<file path="config.mk">
export PLATFORM = sky130hd
export DESIGN_NAME = coherence_bus_arb_flat
export DESIGN_NICKNAME = d
export VERILOG_FILES = /design/src/rtl/coherence_bus_arb_if.sv /design/src/rtl/coherence_bus_arb.sv /design/src/flat_wrapper.sv
export SDC_FILE = /design/constraint.sdc
export NUM_CORES = 1
export LEC_CHECK = 0
export CAP_MARGIN = 20
export CORE_MARGIN = 5
export CORE_UTILIZATION = 39
export CTS_CLUSTER_DIAMETER = 150
export DETAILED_ROUTE_END_ITERATION = 8
export GPL_TIMING_DRIVEN = 0
export MAX_ROUTING_LAYER = met4
export PLACE_DENSITY = 0.83
export SYNTH_ARGS = -nofsm -noshare
export SYNTH_HDL_FRONTEND = slang
export SYNTH_SLANG_ARGS = --single-unit
</file>
<file path="constraint.sdc">
create_clock -name clk -period 2.3 [get_ports clk]
set_input_delay 0.46 -clock clk [delete_from_list [all_inputs] [get_ports clk]]
set_output_delay 0.46 -clock clk [all_outputs]
set_load 0.03 [all_outputs]
</file>
<file path="src/rtl/coherence_bus_arb_if.sv">
// Bus bundle between the cores and the coherence arbiter. The arbiter
// connects through the slave modport; the core side (or a bench) uses master.
interface coherence_bus_arb_if #(
    parameter int NCORE = 4,
    parameter int AW    = 13
);
    localparam int IW = $clog2(NCORE);

    logic [NCORE-1:0]    rd_miss;
    logic [NCORE-1:0]    wr_miss;
    logic [NCORE-1:0]    inv_req;
    logic [NCORE*AW-1:0] req_addr;
    logic [NCORE-1:0]    snoop_hit;
    logic [2*NCORE-1:0]  snoop_state;
    logic                mem_rdy;
    logic [NCORE-1:0]    grant;
    logic [AW-1:0]       bus_addr;
    logic [NCORE-1:0]    snoop_req;
    logic [NCORE-1:0]    snoop_inv;
    logic                fwd_valid;
    logic [IW-1:0]       fwd_src;
    logic                mem_re;
    logic [NCORE-1:0]    done;
    logic                err;

    modport slave (
        input  rd_miss, wr_miss, inv_req, req_addr, snoop_hit, snoop_state, mem_rdy,
        output grant, bus_addr, snoop_req, snoop_inv, fwd_valid, fwd_src, mem_re, done, err
    );

    modport master (
        output rd_miss, wr_miss, inv_req, req_addr, snoop_hit, snoop_state, mem_rdy,
        input  grant, bus_addr, snoop_req, snoop_inv, fwd_valid, fwd_src, mem_re, done, err
    );
endinterface

</file>
<file path="src/rtl/coherence_bus_arb.sv">
// Snooping coherence bus arbiter: round-robin bus ownership, snoop phase,
// cache-to-cache forwarding or memory read with timeout, then invalidation.
//
// state  | meaning
// IDLE   | arbitrate among requesting cores, latch winner/address/op
// SNOOP  | broadcast search to non-owners, latch hit mask and supplier
// FWD    | two-cycle cache-to-cache transfer from the selected hitter
// MEM_RD | memory read strobe until mem_rdy or timeout
// INV    | one-cycle invalidate of other copies
// DONE   | completion pulse to owner, advance round-robin pointer
module coherence_bus_arb #(
    parameter int NCORE = 4,
    parameter int AW    = 13,
    parameter int TMO   = 15
) (
    input logic                clk,
    input logic                rst_n,
    coherence_bus_arb_if.slave bus
);
    localparam int IW = $clog2(NCORE);

    typedef enum logic [2:0] {IDLE, SNOOP, FWD, MEM_RD, INV, DONE} state_t;
    typedef enum logic [1:0] {OP_RD, OP_WR, OP_INV} op_t;

    state_t           state_q, state_d;
    op_t              op_q, arb_op;
    logic [IW-1:0]    winner_q, rr_ptr_q, src_q;
    logic [AW-1:0]    addr_q, arb_addr;
    logic [NCORE-1:0] hit_q;
    logic             fwd_cnt_q;
    logic [7:0]       tmo_cnt_q;
    logic             tmo_q;

    logic [NCORE-1:0] any_req, win_oh, hit_mask;
    logic             arb_found, m_found, s_found;
    logic [IW-1:0]    arb_idx, m_idx, s_idx;

    // Round-robin search from rr_ptr upward, wrapping at NCORE.
    always_comb begin
        logic [IW:0] sum;
        any_req   = bus.rd_miss | bus.wr_miss | bus.inv_req;
        arb_found = 1'b0;
        arb_idx   = '0;
        sum       = '0;
        for (int k = 0; k < NCORE; k++) begin
            sum = {1'b0, rr_ptr_q} + (IW+1)'(k);
            if (sum >= (IW+1)'(NCORE)) sum = sum - (IW+1)'(NCORE);
            if (!arb_found && any_req[sum[IW-1:0]]) begin
                arb_found = 1'b1;
                arb_idx   = sum[IW-1:0];
            end
        end
    end

    // Winner's address and operation; write miss beats read miss beats invalidate.
    always_comb begin
        arb_addr = '0;
        arb_op   = OP_INV;
        for (int i = 0; i < NCORE; i++) begin
            if (arb_idx == IW'(i)) begin
                arb_addr = bus.req_addr[i*AW +: AW];
                if (bus.wr_miss[i])      arb_op = OP_WR;
                else if (bus.rd_miss[i]) arb_op = OP_RD;
                else                     arb_op = OP_INV;
            end
        end
    end

    // Snoop response: lowest hitter in M is the owner, else lowest hitter in S.
    // Encoding 11 matches neither and therefore behaves as I.
    always_comb begin
        logic [1:0] st;
        st = 2'b00;
        for (int i = 0; i < NCORE; i++) win_oh[i] = (winner_q == IW'(i));
        hit_mask = bus.snoop_hit & ~win_oh;
        m_found  = 1'b0;
        s_found  = 1'b0;
        m_idx    = '0;
        s_idx    = '0;
        for (int i = 0; i < NCORE; i++) begin
            st = bus.snoop_state[2*i +: 2];
            if (hit_mask[i] && st == 2'b10 && !m_found) begin
                m_found = 1'b1;
                m_idx   = IW'(i);
            end
            if (hit_mask[i] && st == 2'b01 && !s_found) begin
                s_found = 1'b1;
                s_idx   = IW'(i);
            end
        end
    end

    // Next-state decode.
    always_comb begin
        state_d = state_q;
        case (state_q)
            IDLE:   if (arb_found) state_d = SNOOP;
            SNOOP: begin
                if (op_q == OP_INV)                     state_d = INV;
                else if (op_q == OP_RD && |hit_mask)    state_d = FWD;
                else if (op_q == OP_WR && m_found)      state_d = FWD;
                else                                    state_d = MEM_RD;
            end
            FWD: begin
                if (fwd_cnt_q == 1'b0)
                    state_d = (op_q == OP_WR && |hit_q) ? INV : DONE;
            end
            MEM_RD: begin
                if (bus.mem_rdy)
                    state_d = (op_q == OP_WR && |hit_q) ? INV : DONE;
                else if (tmo_cnt_q == 8'd0)
                    state_d = DONE;
            end
            INV:     state_d = DONE;
            DONE:    state_d = IDLE;
            default: state_d = IDLE;
        endcase
    end

    // State register plus the fields latched along the transaction.
    always_ff @(posedge clk) begin
        if (!rst_n) begin
            state_q   <= IDLE;
            op_q      <= OP_RD;
            winner_q  <= '0;
            rr_ptr_q  <= '0;
            src_q     <= '0;
            addr_q    <= '0;
            hit_q     <= '0;
            fwd_cnt_q <= 1'b0;
            tmo_cnt_q <= '0;
            tmo_q     <= 1'b0;
        end else begin
            state_q <= state_d;
            case (state_q)
                IDLE: begin
                    if (arb_found) begin
                        winner_q <= arb_idx;
                        addr_q   <= arb_addr;
                        op_q     <= arb_op;
                        tmo_q    <= 1'b0;
                    end
                end
                SNOOP: begin
                    hit_q     <= hit_mask;
                    src_q     <= m_found ? m_idx : s_idx;
                    fwd_cnt_q <= 1'b1;
                    tmo_cnt_q <= 8'(TMO - 1);
                end
                FWD: fwd_cnt_q <= fwd_cnt_q - 1'b1;
                MEM_RD: begin
                    if (!bus.mem_rdy) begin
                        if (tmo_cnt_q == 8'd0) tmo_q <= 1'b1;
                        else                   tmo_cnt_q <= tmo_cnt_q - 8'd1;
                    end
                end
                DONE: rr_ptr_q <= (winner_q == IW'(NCORE - 1)) ? '0 : winner_q + 1'b1;
                default: ;
            endcase
        end
    end

    // Outputs decoded from the registered state and latched fields only.
    always_comb begin
        bus.grant     = (state_q != IDLE) ? win_oh : '0;
        bus.bus_addr  = (state_q inside {SNOOP, FWD, MEM_RD, INV}) ? addr_q : '0;
        bus.snoop_req = (state_q == SNOOP) ? ~win_oh : '0;
        bus.snoop_inv = '0;
        if (state_q == INV) bus.snoop_inv = (op_q == OP_WR) ? hit_q : ~win_oh;
        bus.fwd_valid = (state_q == FWD);
        bus.fwd_src   = (state_q == FWD) ? src_q : '0;
        bus.mem_re    = (state_q == MEM_RD);
        bus.done      = (state_q == DONE) ? win_oh : '0;
        bus.err       = (state_q == DONE) && tmo_q;
    end
endmodule
</file>
<file path="src/flat_wrapper.sv">
// flat-port wrapper written by rule: the top's interface ports become plain ports
module coherence_bus_arb_flat 
#(
    parameter int NCORE = 4,
    parameter int AW    = 13,
    parameter int TMO   = 15
)
  (clk, rst_n, bus_rd_miss, bus_wr_miss, bus_inv_req, bus_req_addr, bus_snoop_hit, bus_snoop_state, bus_mem_rdy, bus_grant, bus_bus_addr, bus_snoop_req, bus_snoop_inv, bus_fwd_valid, bus_fwd_src, bus_mem_re, bus_done, bus_err);
  coherence_bus_arb_if #(.NCORE(NCORE), .AW(AW)) bus_i ();
  input logic clk;
  input logic rst_n;
  input wire logic [$bits(bus_i.rd_miss)-1:0] bus_rd_miss;
  input wire logic [$bits(bus_i.wr_miss)-1:0] bus_wr_miss;
  input wire logic [$bits(bus_i.inv_req)-1:0] bus_inv_req;
  input wire logic [$bits(bus_i.req_addr)-1:0] bus_req_addr;
  input wire logic [$bits(bus_i.snoop_hit)-1:0] bus_snoop_hit;
  input wire logic [$bits(bus_i.snoop_state)-1:0] bus_snoop_state;
  input wire logic [$bits(bus_i.mem_rdy)-1:0] bus_mem_rdy;
  output wire logic [$bits(bus_i.grant)-1:0] bus_grant;
  output wire logic [$bits(bus_i.bus_addr)-1:0] bus_bus_addr;
  output wire logic [$bits(bus_i.snoop_req)-1:0] bus_snoop_req;
  output wire logic [$bits(bus_i.snoop_inv)-1:0] bus_snoop_inv;
  output wire logic [$bits(bus_i.fwd_valid)-1:0] bus_fwd_valid;
  output wire logic [$bits(bus_i.fwd_src)-1:0] bus_fwd_src;
  output wire logic [$bits(bus_i.mem_re)-1:0] bus_mem_re;
  output wire logic [$bits(bus_i.done)-1:0] bus_done;
  output wire logic [$bits(bus_i.err)-1:0] bus_err;
  assign bus_i.rd_miss = bus_rd_miss;
  assign bus_i.wr_miss = bus_wr_miss;
  assign bus_i.inv_req = bus_inv_req;
  assign bus_i.req_addr = bus_req_addr;
  assign bus_i.snoop_hit = bus_snoop_hit;
  assign bus_i.snoop_state = bus_snoop_state;
  assign bus_i.mem_rdy = bus_mem_rdy;
  assign bus_grant = bus_i.grant;
  assign bus_bus_addr = bus_i.bus_addr;
  assign bus_snoop_req = bus_i.snoop_req;
  assign bus_snoop_inv = bus_i.snoop_inv;
  assign bus_fwd_valid = bus_i.fwd_valid;
  assign bus_fwd_src = bus_i.fwd_src;
  assign bus_mem_re = bus_i.mem_re;
  assign bus_done = bus_i.done;
  assign bus_err = bus_i.err;
  coherence_bus_arb #(.NCORE(NCORE), .AW(AW), .TMO(TMO)) u_core (.clk(clk), .rst_n(rst_n), .bus(bus_i));
endmodule
</file>
Word level (Yosys, flattened, before mapping)
Index checks and enable logic that the tools add are counted.
{"block": "word_totals", "regBits": 38, "in_bits": 79, "out_inout_bits": 34, "wordCells": 180}
{"block": "classes", "n_addsub": 10, "n_lt_le_gt_ge": 8, "eq_ne": 27, "mux": 75, "bitwise_logic": 4, "reduce_logical": 46}
{"op": "two-way mux 13 bit", "n": 5}
{"op": "two-way mux 2 bit", "n": 27}
{"op": "two-way mux 1 bit", "n": 22}
{"op": "logical AND 1 bit", "n": 21}
{"op": "two-way mux 4 bit", "n": 5}
{"op": "== test 2 bit, second input constant", "n": 9}
{"op": "two-way mux 3 bit", "n": 6}
{"op": "two-way mux 8 bit", "n": 2}
{"op": "case mux 8 bit (2 select lines)", "n": 1}
{"op": "case mux 3 bit (5 select lines)", "n": 1}
{"op": "== test 2 x 1 -> 1 bit, second input constant", "n": 7}
{"op": "< comparator 2 x 3 -> 1 bit, second input constant", "n": 4}
{"op": ">= comparator 3 bit, second input constant", "n": 3}
{"op": "logical NOT 1 bit", "n": 9}
{"op": "binary-select mux 1 bit (select 2 bit)", "n": 4}
{"op": "logical NOT 8 bit", "n": 1}
{"op": "OR 4 bit", "n": 2}
{"op": "OR reduction 4 bit", "n": 2}
{"op": "subtractor 2 x 1 -> 2 bit, second input constant", "n": 4}
{"op": "subtractor 8 x 1 -> 8 bit, second input constant", "n": 1}
{"op": "adder 2 x 2 -> 3 bit, second input constant", "n": 2}
{"op": "== test 3 x 2 -> 1 bit, second input constant", "n": 2}
{"op": "== test 3 bit, second input constant", "n": 2}
{"op": "logical NOT 2 bit", "n": 3}
{"op": "other kinds (18)", "n": 25}

Depth between registers and ports, before layout
Gate-level depths: netlist of run 1.
{"block": "depth", "depth_word": 19, "mapped_depth": 8, "ltp_nobuf": 7}

Worst setup path before layout of run 1
No wires, ideal clock.
{"block": "synth_path", "path_type": "input to register", "start": "input port bus_rd_miss[0]", "end": "register u_core.op_q[1]", "t_arrival_ns": 2.163, "t_required_ns": 2.172, "setup_slack_ns": 0.009, "cell_stages": 8, "n_path_buf": 3, "cell_sequence": "or3_1 -> clkbuf_2 -> a211o_1 -> buf_6 -> a21oi_4 -> buf_8 -> mux2i_1 -> o221ai_2"}
{"block": "synth_between", "elab_chain_len": 19}
{"item": "start, declared", "line": "flat_wrapper.sv:12", "rtl": "input wire logic [$bits(bus_i.rd_miss)-1:0] bus_rd_miss;"}
{"item": "OR 4 bit (2 in a row)", "line": "coherence_bus_arb.sv:41", "rtl": "any_req = bus.rd_miss | bus.wr_miss | bus.inv_req;"}
{"item": "binary-select mux 1 bit (select 2 bit)", "line": "coherence_bus_arb.sv:48", "rtl": "if (!arb_found && any_req[sum[IW-1:0]]) begin"}
{"item": "two-way mux 1 bit (not written as such)", "line": "coherence_bus_arb.sv:48"}
{"item": "two-way mux 1 bit", "line": "coherence_bus_arb.sv:48"}
{"item": "logical NOT 1 bit", "line": "coherence_bus_arb.sv:48"}
{"item": "logical AND 1 bit", "line": "coherence_bus_arb.sv:48"}
{"item": "two-way mux 1 bit", "line": "coherence_bus_arb.sv:48"}
{"item": "logical NOT 1 bit", "line": "coherence_bus_arb.sv:48"}
{"item": "logical AND 1 bit", "line": "coherence_bus_arb.sv:48"}
{"item": "two-way mux 1 bit", "line": "coherence_bus_arb.sv:48"}
{"item": "logical NOT 1 bit", "line": "coherence_bus_arb.sv:48"}
{"item": "logical AND 1 bit", "line": "coherence_bus_arb.sv:48"}
{"item": "two-way mux 2 bit", "line": "coherence_bus_arb.sv:48"}
{"item": "logical NOT 2 bit", "line": "coherence_bus_arb.sv:60", "rtl": "if (arb_idx == IW'(i)) begin"}
{"item": "two-way mux 2 bit (4 in a row)", "line": "coherence_bus_arb.sv:60"}
{"item": "end signal, assigned", "line": "coherence_bus_arb.sv:140", "rtl": "op_q <= arb_op;"}
{"item": "end, declared", "line": "coherence_bus_arb.sv:26", "rtl": "op_t op_q, arb_op;"}
Parallel ways exist; a longest one is shown, timed or not. The select of a mux whose other input is x is not followed.
A chain may end at the register's enable or synchronous reset.

Worst setup path in the final report of run 1
{"block": "layout_path", "start": "input port bus_rd_miss[3]", "end": "register u_core.addr_q[5]"}
{"block": "layout_between", "elab_chain_len": 19}
{"item": "OR 4 bit * (2 in a row)", "line": "coherence_bus_arb.sv:41"}
{"item": "binary-select mux 1 bit (select 2 bit)", "line": "coherence_bus_arb.sv:48"}
{"item": "two-way mux 1 bit (not written as such)", "line": "coherence_bus_arb.sv:48"}
{"item": "two-way mux 1 bit", "line": "coherence_bus_arb.sv:48"}
{"item": "logical NOT 1 bit", "line": "coherence_bus_arb.sv:48"}
{"item": "logical AND 1 bit", "line": "coherence_bus_arb.sv:48"}
{"item": "two-way mux 1 bit", "line": "coherence_bus_arb.sv:48"}
{"item": "logical NOT 1 bit", "line": "coherence_bus_arb.sv:48"}
{"item": "logical AND 1 bit", "line": "coherence_bus_arb.sv:48"}
{"item": "two-way mux 1 bit", "line": "coherence_bus_arb.sv:48"}
{"item": "logical NOT 1 bit", "line": "coherence_bus_arb.sv:48"}
{"item": "logical AND 1 bit", "line": "coherence_bus_arb.sv:48"}
{"item": "two-way mux 2 bit", "line": "coherence_bus_arb.sv:48"}
{"item": "logical NOT 2 bit", "line": "coherence_bus_arb.sv:60"}
{"item": "two-way mux 13 bit (4 in a row)", "line": "coherence_bus_arb.sv:60"}
{"item": "end signal, assigned", "line": "coherence_bus_arb.sv:139", "rtl": "addr_q <= arb_addr;"}
{"item": "end, declared", "line": "coherence_bus_arb.sv:28", "rtl": "logic [AW-1:0] addr_q, arb_addr;"}
Every way passes the cells marked *; elsewhere a longest branch is shown, timed or not. The select of a mux whose other input is x is not followed.

==> results of run 1 <==
-- state kept, by name, indices dropped and copies added (netlist names) --
signal	flops
u_core.addr_q	13
u_core.op_q	2
u_core.state_q	3
u_core.tmo_cnt_q	8
u_core.src_q	2
u_core.tmo_q	1
u_core.rr_ptr_q	2
u_core.hit_q	4
u_core.winner_q	2
u_core.fwd_cnt_q	1
-- kinds of logic (layout without fill, tap and decap cells) --
logic type / after synthesis / count (layout)
AOI/OAI and AO/OA: 88 / 88
buffers and inverters: 50 / 180
xor gates and xnor gates: 6 / 6
muxes: 19 / 19
adders and majority gates: 6 / 6
DFF: 38 / 38
and+or+nand+nor: 135 / 135
-- layer usage --
| layer | track usage, % | vias up | share of wire (%) |
|---|---|---|---|
| met5 | - | - | 0 |
| met4 | 9.16 | 0 | 2.1 |
| met3 | 4.18 | 21 | 6.9 |
| met2 | 38.9 | 160 | 51 |
| met1 | 25.4 | 1488 | 40 |
| li1 | - | 1524 | - |
-- worst register-to-register path, cell delays in order (launching register included) --
cell and delay (ns):
dfxtp_1 0.31, clkbuf_1 0.21, o2bb2ai_2 0.46, clkbuf_1 0.48, a211oi_1 0.12, a221oi_2 0.23
o221ai_1 0.16
-- metrics by stage --
| stage | hold slack [ns] | setup TNS [ns] |
|---|---|---|
| after global routing | 0.497 | -0.237 |
| final | 0.456 | 0 |
| after CTS | 0.460 | -0.151 |
| after detailed placement | 0.448 | -18.13 |
| after global placement | 0.446 | -17.00 |
| after floorplan | 0.432 | 0 |
-- Yosys cell counts (2+ instances only) --
cell type,count,area (µm²)
a211o_1,2,17.5
nor2b_1,12,75.1
nand3_1,5,25.0
a221oi_1,14,123
a2111oi_0,4,35.0
and3_1,4,25.0
o221ai_1,17,149
nand4bb_1,3,33.8
nor4bb_1,2,20.0
a211oi_1,21,158
inv_1,27,101
dfxtp_1,38,761
nand2_1,29,109
nor3_1,9,45.0
a31oi_1,3,18.8
buf_1,2,7.51
ha_1,6,75.1
mux2i_1,18,180
a21oi_1,13,65.1
nor4_1,5,31.3
o21ai_0,3,15.0
clkbuf_1,14,52.6
and2_1,21,131
nor2_1,32,120
buf_2,4,20.0
or3_1,6,37.5
xnor2_1,6,52.6
nand2b_1,2,12.5
-- repair_timing --
item / in CTS / in global routing
pin swaps: 8 / 3
cloned: 1 / 0
gates resized for setup: 100 / 66
buffers inserted: 14 / 1
endpoints found under the setup margin: 50 / 44
-- area by class of cell --
| type | instances | area (µm²) |
|---|---|---|
| plain buffers | 17 | 143 |
| clock buffers | 5 | 68.8 |
| clock inverters | 3 | 40.0 |
| fillers | 538 | 2480 |
| inverters | 27 | 101 |
| multi-input cells | 254 | 1900 |
| flip-flops and latches | 38 | 763 |
| well taps | 80 | 100 |
| repair buffers | 128 | 1160 |
-- worst paths after layout --
kind                                                       from                            end  slack (ns)
worst max register to register  u_core.rr_ptr_q[1]$_SDFFE_PN0N_  u_core.addr_q[2]$_SDFFE_PN0P_        0.19
worst min register to register     u_core.src_q[1]$_SDFFE_PN0P_   u_core.src_q[1]$_SDFFE_PN0P_        0.46
worst max-delay path                             bus_rd_miss[3]  u_core.addr_q[5]$_SDFFE_PN0P_        0.01
worst min-delay path               u_core.src_q[1]$_SDFFE_PN0P_   u_core.src_q[1]$_SDFFE_PN0P_        0.46
-- power breakdown --
| part | total, µW | leakage [µW] | switching (µW) | internal, µW |
|---|---|---|---|---|
| logic | 1370 | 0.00142 | 774 | 597 |
| registers | 933 | 0.000313 | 138 | 795 |
| clock network | 573 | 0.0000579 | 254 | 320 |
| total | 2880 | 0.00179 | 1170 | 1710 |
==> flow_metrics.py, run 1 <==
metrics = {
    "pwr": {
        "powerDensity_nw_per_um2": 673,
        "p_leak_uw": 0.00179,
        "vdd_drop_max_v": 0.000444,
        "finalPower_uw": 2880,
    },
    "routing": {
        "vias_per_cell": 5.78,
        "ant_nets": 0,
        "drt_iter0_drc": 169,
        "num_vias": 3193,
        "drc": 0,
        "wl_per_cell_um": 17.3,
        "first_pass_iters": 5,
        "wirelength_um": 9570,
    },
    "final_layout": {
        "n_antenna_cell": 0,
        "design_area_um2": 4280,
        "instances_no_fill": 552,
        "drive_gt1_share_pct": 19.5,
        "layout_common_cells": "73 x clkdlybuf4s50_1, 36 x dfxtp_1, 31 x nor2_1, 29 x nand2_1, 27 x inv_1",
        "final_core_util_pct": 63.3,
        "final_common_cell": "clkdlybuf4s50_1",
        "fin_nets": 556,
        "layout-area-overhead-vs-synth_pct": 58.7,
    },
    "synth": {
        "synth_ff_type": "dfxtp_1",
        "seq_area_frac_synth_pct": 28.2,
        "yosys.area_share.xor_xnor_pct": 1.95,
        "ys_ff_latch": 38,
        "synth_edf_count": 0,
        "synth-adder-area-share_pct": 2.78,
        "synth_top_family_by_area": "simple AND/OR/NAND/NOR gates",
        "synth.avg_cell_area_um2": 7.88,
        "synth-compound-area-share_pct": 25.8,
        "ys.warnings.count": 0,
        "ys_types": 48,
        "synthMuxAreaShare_pct": 7.10,
        "async_flop_share_pct": 0,
        "synthCells": 342,
        "synth_area_um2": 2700,
        "synth.net_count": 427,
        "synthSimpleGateAreaFrac_pct": 26.3,
    },
    "cts": {
        "hold_buffers": 0,
        "cts-buffers-inserted": 5,
        "insertion_delay_ns": 0.30,
        "clkTransAtPathRegs_ns": 0.08,
        "cts_tree": "done",
        "clockBufferDepth": 2,
        "cts_sinks": 38,
        "cts_htree_levels": 2,
        "root_buffer": "clkbuf_8",
    },
    "sta": {
        "drv_slew": 0,
        "slew_headroom_pct": 64.5,
        "min_period_over_period_pct": 99.4,
        "setup_violations": 0,
        "hold_violations": 0,
        "worstMarginPinSlew_ns": 0.519,
        "timing.final.crit_period_ns": 2.29,
        "setup_ws_ns": 0.0133,
        "fin_skew_ns": 0.0111,
        "max_freq_mhz": 437,
        "rsz0062_at_grt": "true",
    },
    "global_routing": {
        "grt_first_pass_wirelength_um": 15300,
        "grt_pass1_vias": 3205,
        "grt_max_degree": 20,
        "antenna_found_initial": 0,
        "overflow": 0,
        "grt.total_usage_pct": 22.4,
    },
    "worst_setup_path": {
        "reg2reg_depth": 6,
        "cpMaxStageDelayCell": "or3_4",
        "crit_family": "buffers and inverters",
        "critPathRequiredTime_ns": 2.52,
        "crit_arrival_ns": 2.50,
        "end_kind": "flip-flop",
        "cpPeakStageDelay_ns": 0.47,
        "start_kind": "input port",
        "path_class": "in2reg",
        "cp_max_fo": 10,
        "cp_num_cells": 8,
        "worst-path-buf-inv": 3,
        "crit_chain": "clkdlybuf4s50_1 -> or3_4 -> o41ai_4 -> and2_4 -> buf_4 -> buf_6 -> nand2_1 -> o221ai_1",
    },
    "place": {
        "dpl_cell_area_um2": 3920,
        "io_buffers": 112,
        "placed_cells_incl_taps": 534,
        "gp_congestion": 0.851,
        "dp_slack_ns": -0.706,
        "dp_hpwl_um": 6760,
    },
    "status": {
        "status": "finished, final reports clean",
    },
    "die": {
        "coreArea_um2": 6760,
        "die_w_um": 93.2,
        "num_rows": 30,
        "boundaryPins": 113,
        "dieArea_um2": 8680,
        "die_y_um": 93.2,
        "start_util_pct": 39.9,
    },
    "hold_path": {
        "min_path_type": "reg2reg",
        "min_path_cells": 2,
    },
    "flow_run": {
        "maxCapViolCount": 0,
    },
}
Power figures use the tool's default switching activity.
==> run 2, diff against run 1 <==
GPL_ROUTABILITY_DRIVEN = 0   (was not set)
==> results of run 2 <==
No change in the layout: final DEF, timing and power equal those of run 1.
==> run 3, diff against run 2 <==
clock period = 1.9 ns   (was 2.3 ns; I/O delays follow)
==> run 3 against run 2 <==
Compared with the run above:
- the run now ends with setup timing left
- clock skew shrank 0.0041 ns
- non-clock buffer count increased by 24
- worst hold slack worse by 0.032 ns
- sequential cell count did not move
- clock-buffer cell count grew 1
- sequential share of layout area decreased by 3.1 points
- critical path depth is the same
- combinational power up 99%
- wire length rose by 46%
- register-to-register slack got worse by 0.32 ns
- sequential power grew 33%
- clock power grew 64%
- critical endpoint is now u_core.addr_q[3]$_SDFFE_PN0P_
==> flow_metrics.py, run 3 (synthesized netlist as in run 1, its figures left out) <==
metrics = {
    "status": {
        "status": "finished, violations left",
        "violations": "setup timing",
    },
    "global_routing": {
        "grt.total_usage_pct": 26.6,
        "met1_usage_pct": 27.8,
        "grt_max_degree": 13,
        "grt_use_met2_pct": 46.1,
        "overflow": 0,
        "use_met3_pct": 7.24,
        "grt_first_pass_wirelength_um": 17700,
        "grt_pass1_vias": 3597,
        "top_usage_layer": "met2",
        "antenna_found_initial": 0,
    },
    "sta": {
        "max_freq_mhz": 472,
        "setup_violations": 42,
        "min_period_over_period_pct": 111,
        "worstMarginPinSlew_ns": 0.555,
        "rsz0062_at_grt": "true",
        "hold_violations": 0,
        "slew_headroom_pct": 63.0,
        "setup_ws_ns": -0.217,
        "drv_slew": 0,
        "fin_skew_ns": 0.00698,
        "timing.final.crit_period_ns": 2.12,
        "hold-worst-slack_ns": 0.425,
    },
    "worst_setup_path": {
        "cpMaxStageDelayCell": "or3_4",
        "timing.rr.end": "u_core.addr_q[3]$_SDFFE_PN0P_",
        "crit_top_cell": "buf_6",
        "end_kind": "flip-flop",
        "crit_family": "compound AO/OA/AOI/OAI gates",
        "endpoint": "u_core.addr_q[3]$_SDFFE_PN0P_",
        "reg2reg_depth": 7,
        "cp_max_fo": 10,
        "start_kind": "input port",
        "timing.rr.start": "u_core.rr_ptr_q[1]$_SDFFE_PN0N_",
        "cpPeakStageDelay_ns": 0.42,
        "worst-path-buf-inv": 3,
        "path_class": "in2reg",
        "cp_num_cells": 8,
        "rrSetupSlack_ns": -0.13,
        "crit_chain": "buf_6 -> or3_4 -> a211o_1 -> buf_6 -> clkbuf_2 -> a211oi_1 -> a221oi_2 -> o221ai_1",
        "crit_arrival_ns": 2.34,
        "critPathRequiredTime_ns": 2.12,
        "startpoint": "bus_inv_req[0]",
    },
    "final_layout": {
        "layout_common_cells": "66 x clkdlybuf4s50_1, 34 x buf_6, 29 x dfxtp_1, 27 x nor2_1, 25 x inv_1",
        "design_area_um2": 5300,
        "fin_nets": 580,
        "drive_gt1_share_pct": 44.0,
        "largest_register_ffs": 13,
        "max_flop_register": "u_core.addr_q",
        "largestRegisters": "u_core.addr_q: 13 flops, u_core.tmo_cnt_q: 8 flops, u_core.hit_q: 4 flops",
        "layout-area-overhead-vs-synth_pct": 96.6,
        "final_common_cell": "clkdlybuf4s50_1",
        "n_antenna_cell": 0,
    },
    "routing": {
        "drt_iter0_drc": 366,
        "first_pass_iters": 5,
        "drc": 0,
        "num_vias": 3749,
        "ant_nets": 0,
        "vias_per_cell": 6.51,
        "wirelength_um": 14000,
        "wl_per_cell_um": 24.3,
    },
    "place": {
        "dpl_cell_area_um2": 3980,
        "io_buffers": 112,
        "dp_slack_ns": -1.03,
        "dp_hpwl_um": 6750,
    },
    "die": {
        "die_y_um": 93.2,
        "die_w_um": 93.2,
        "boundaryPins": 113,
        "start_util_pct": 39.9,
        "dieArea_um2": 8680,
        "num_rows": 30,
        "coreArea_um2": 6760,
    },
    "cts": {
        "cts-buffers-inserted": 5,
        "root_buffer": "clkbuf_8",
        "cts_htree_levels": 2,
        "cts_sinks": 38,
        "cts_tree": "done",
        "hold_buffers": 0,
        "clockBufferDepth": 2,
        "clkTransAtPathRegs_ns": 0.10,
        "insertion_delay_ns": 0.31,
    },
    "pwr": {
        "power.internal_uw": 2870,
        "clock_power_share_pct": 19.2,
        "vdd_drop_max_v": 0.000595,
        "sw_frac_of_total_pct": 41.3,
        "p_seq_share_pct": 25.3,
        "p_sw_uw": 2020,
        "p_leak_uw": 0.00209,
        "p_comb_share_pct": 55.6,
        "powerDensity_nw_per_um2": 922,
        "finalPower_uw": 4890,
    },
    "hold_path": {
        "min_path_type": "in2reg",
    },
    "flow_run": {
        "maxCapViolCount": 0,
    },
}
## run 3: cell types whose count changed in the layout (fill, tap and decap cells not counted), moves of 8 or more
cell,previous run,this run
buf_6,6,34
and2_1,20,7
o221ai_2,2,10
nand2_1,29,21
a221oi_1,9,0
dlygate4sd2_1,14,5
and2_4,1,14
o221ai_1,16,7
## run 3: layer usage
| metal | up-vias | wire (µm) |
|---|---|---|
| met5 | - | 0 |
| met4 | 0 | 753 |
| met3 | 82 | 1260 |
| met2 | 295 | 6960 |
| met1 | 1796 | 5000 |
| li1 | 1576 | - |
## run 3: power groups by stage
stage / Sequential [µW] / Clock, µW / Combinational [µW]
after floorplan: 1070 / 0 / 1020
after global placement: 1100 / 0 / 1570
after detailed placement: 1110 / 0 / 1600
after CTS: 1140 / 885 / 2070
after global routing: 1250 / 958 / 2810
final: 1240 / 937 / 2720
## run 3: per-stage QoR
stage | utilization [%] | setup TNS (ns) | cells
final | 78.5 | -3.04 | 576
after global placement | 58.9 | -33.84 | 534
after detailed placement | 58.9 | -35.90 | 534
after floorplan | - | -3.02 | 342
after global routing | 78.5 | -4.31 | 576
after CTS | 70.6 | -1.60 | 562
## run 3: worst min path at each step
stage	startpoint	end	cells after the start
2_1_floorplan	u_core.src_q[1]$_SDFFE_PN0P_	u_core.src_q[1]$_SDFFE_PN0P_	2
3_3_place_gp	u_core.src_q[1]$_SDFFE_PN0P_	u_core.src_q[1]$_SDFFE_PN0P_	2
3_5_place_dp	u_core.src_q[1]$_SDFFE_PN0P_	u_core.src_q[1]$_SDFFE_PN0P_	2
4_1_cts	bus_wr_miss[0]	u_core.op_q[0]$_SDFFE_PN0P_	3
5_1_grt	bus_wr_miss[0]	u_core.op_q[0]$_SDFFE_PN0P_	3
6_report	bus_wr_miss[0]	u_core.op_q[0]$_SDFFE_PN0P_	3
## run 3: repair_timing
| action | 4_1_cts | 5_1_grt |
|---|---|---|
| cloned | 4 | 2 |
| pin swaps | 27 | 17 |
| setup buffers | 21 | 12 |
| resized for setup | 303 | 128 |
| endpoints found under the setup margin | 65 | 56 |
## run 3: layout make-up
type / count / area (µm²)
multi-input cells: 254 / 2430
plain buffers: 18 / 228
flip-flops and latches: 38 / 779
well taps: 80 / 100
inverters: 27 / 109
clock inverters: 2 / 60.1
repair buffers: 151 / 1510
fillers: 360 / 1460
clock buffers: 6 / 82.6
## run 3: worst register-to-register path, delay by kind of cell, from the launching register on
kind            cells  cell delay (ns)
flops               1             0.32
buf+inv             3             0.57
compound gates      4             1.03
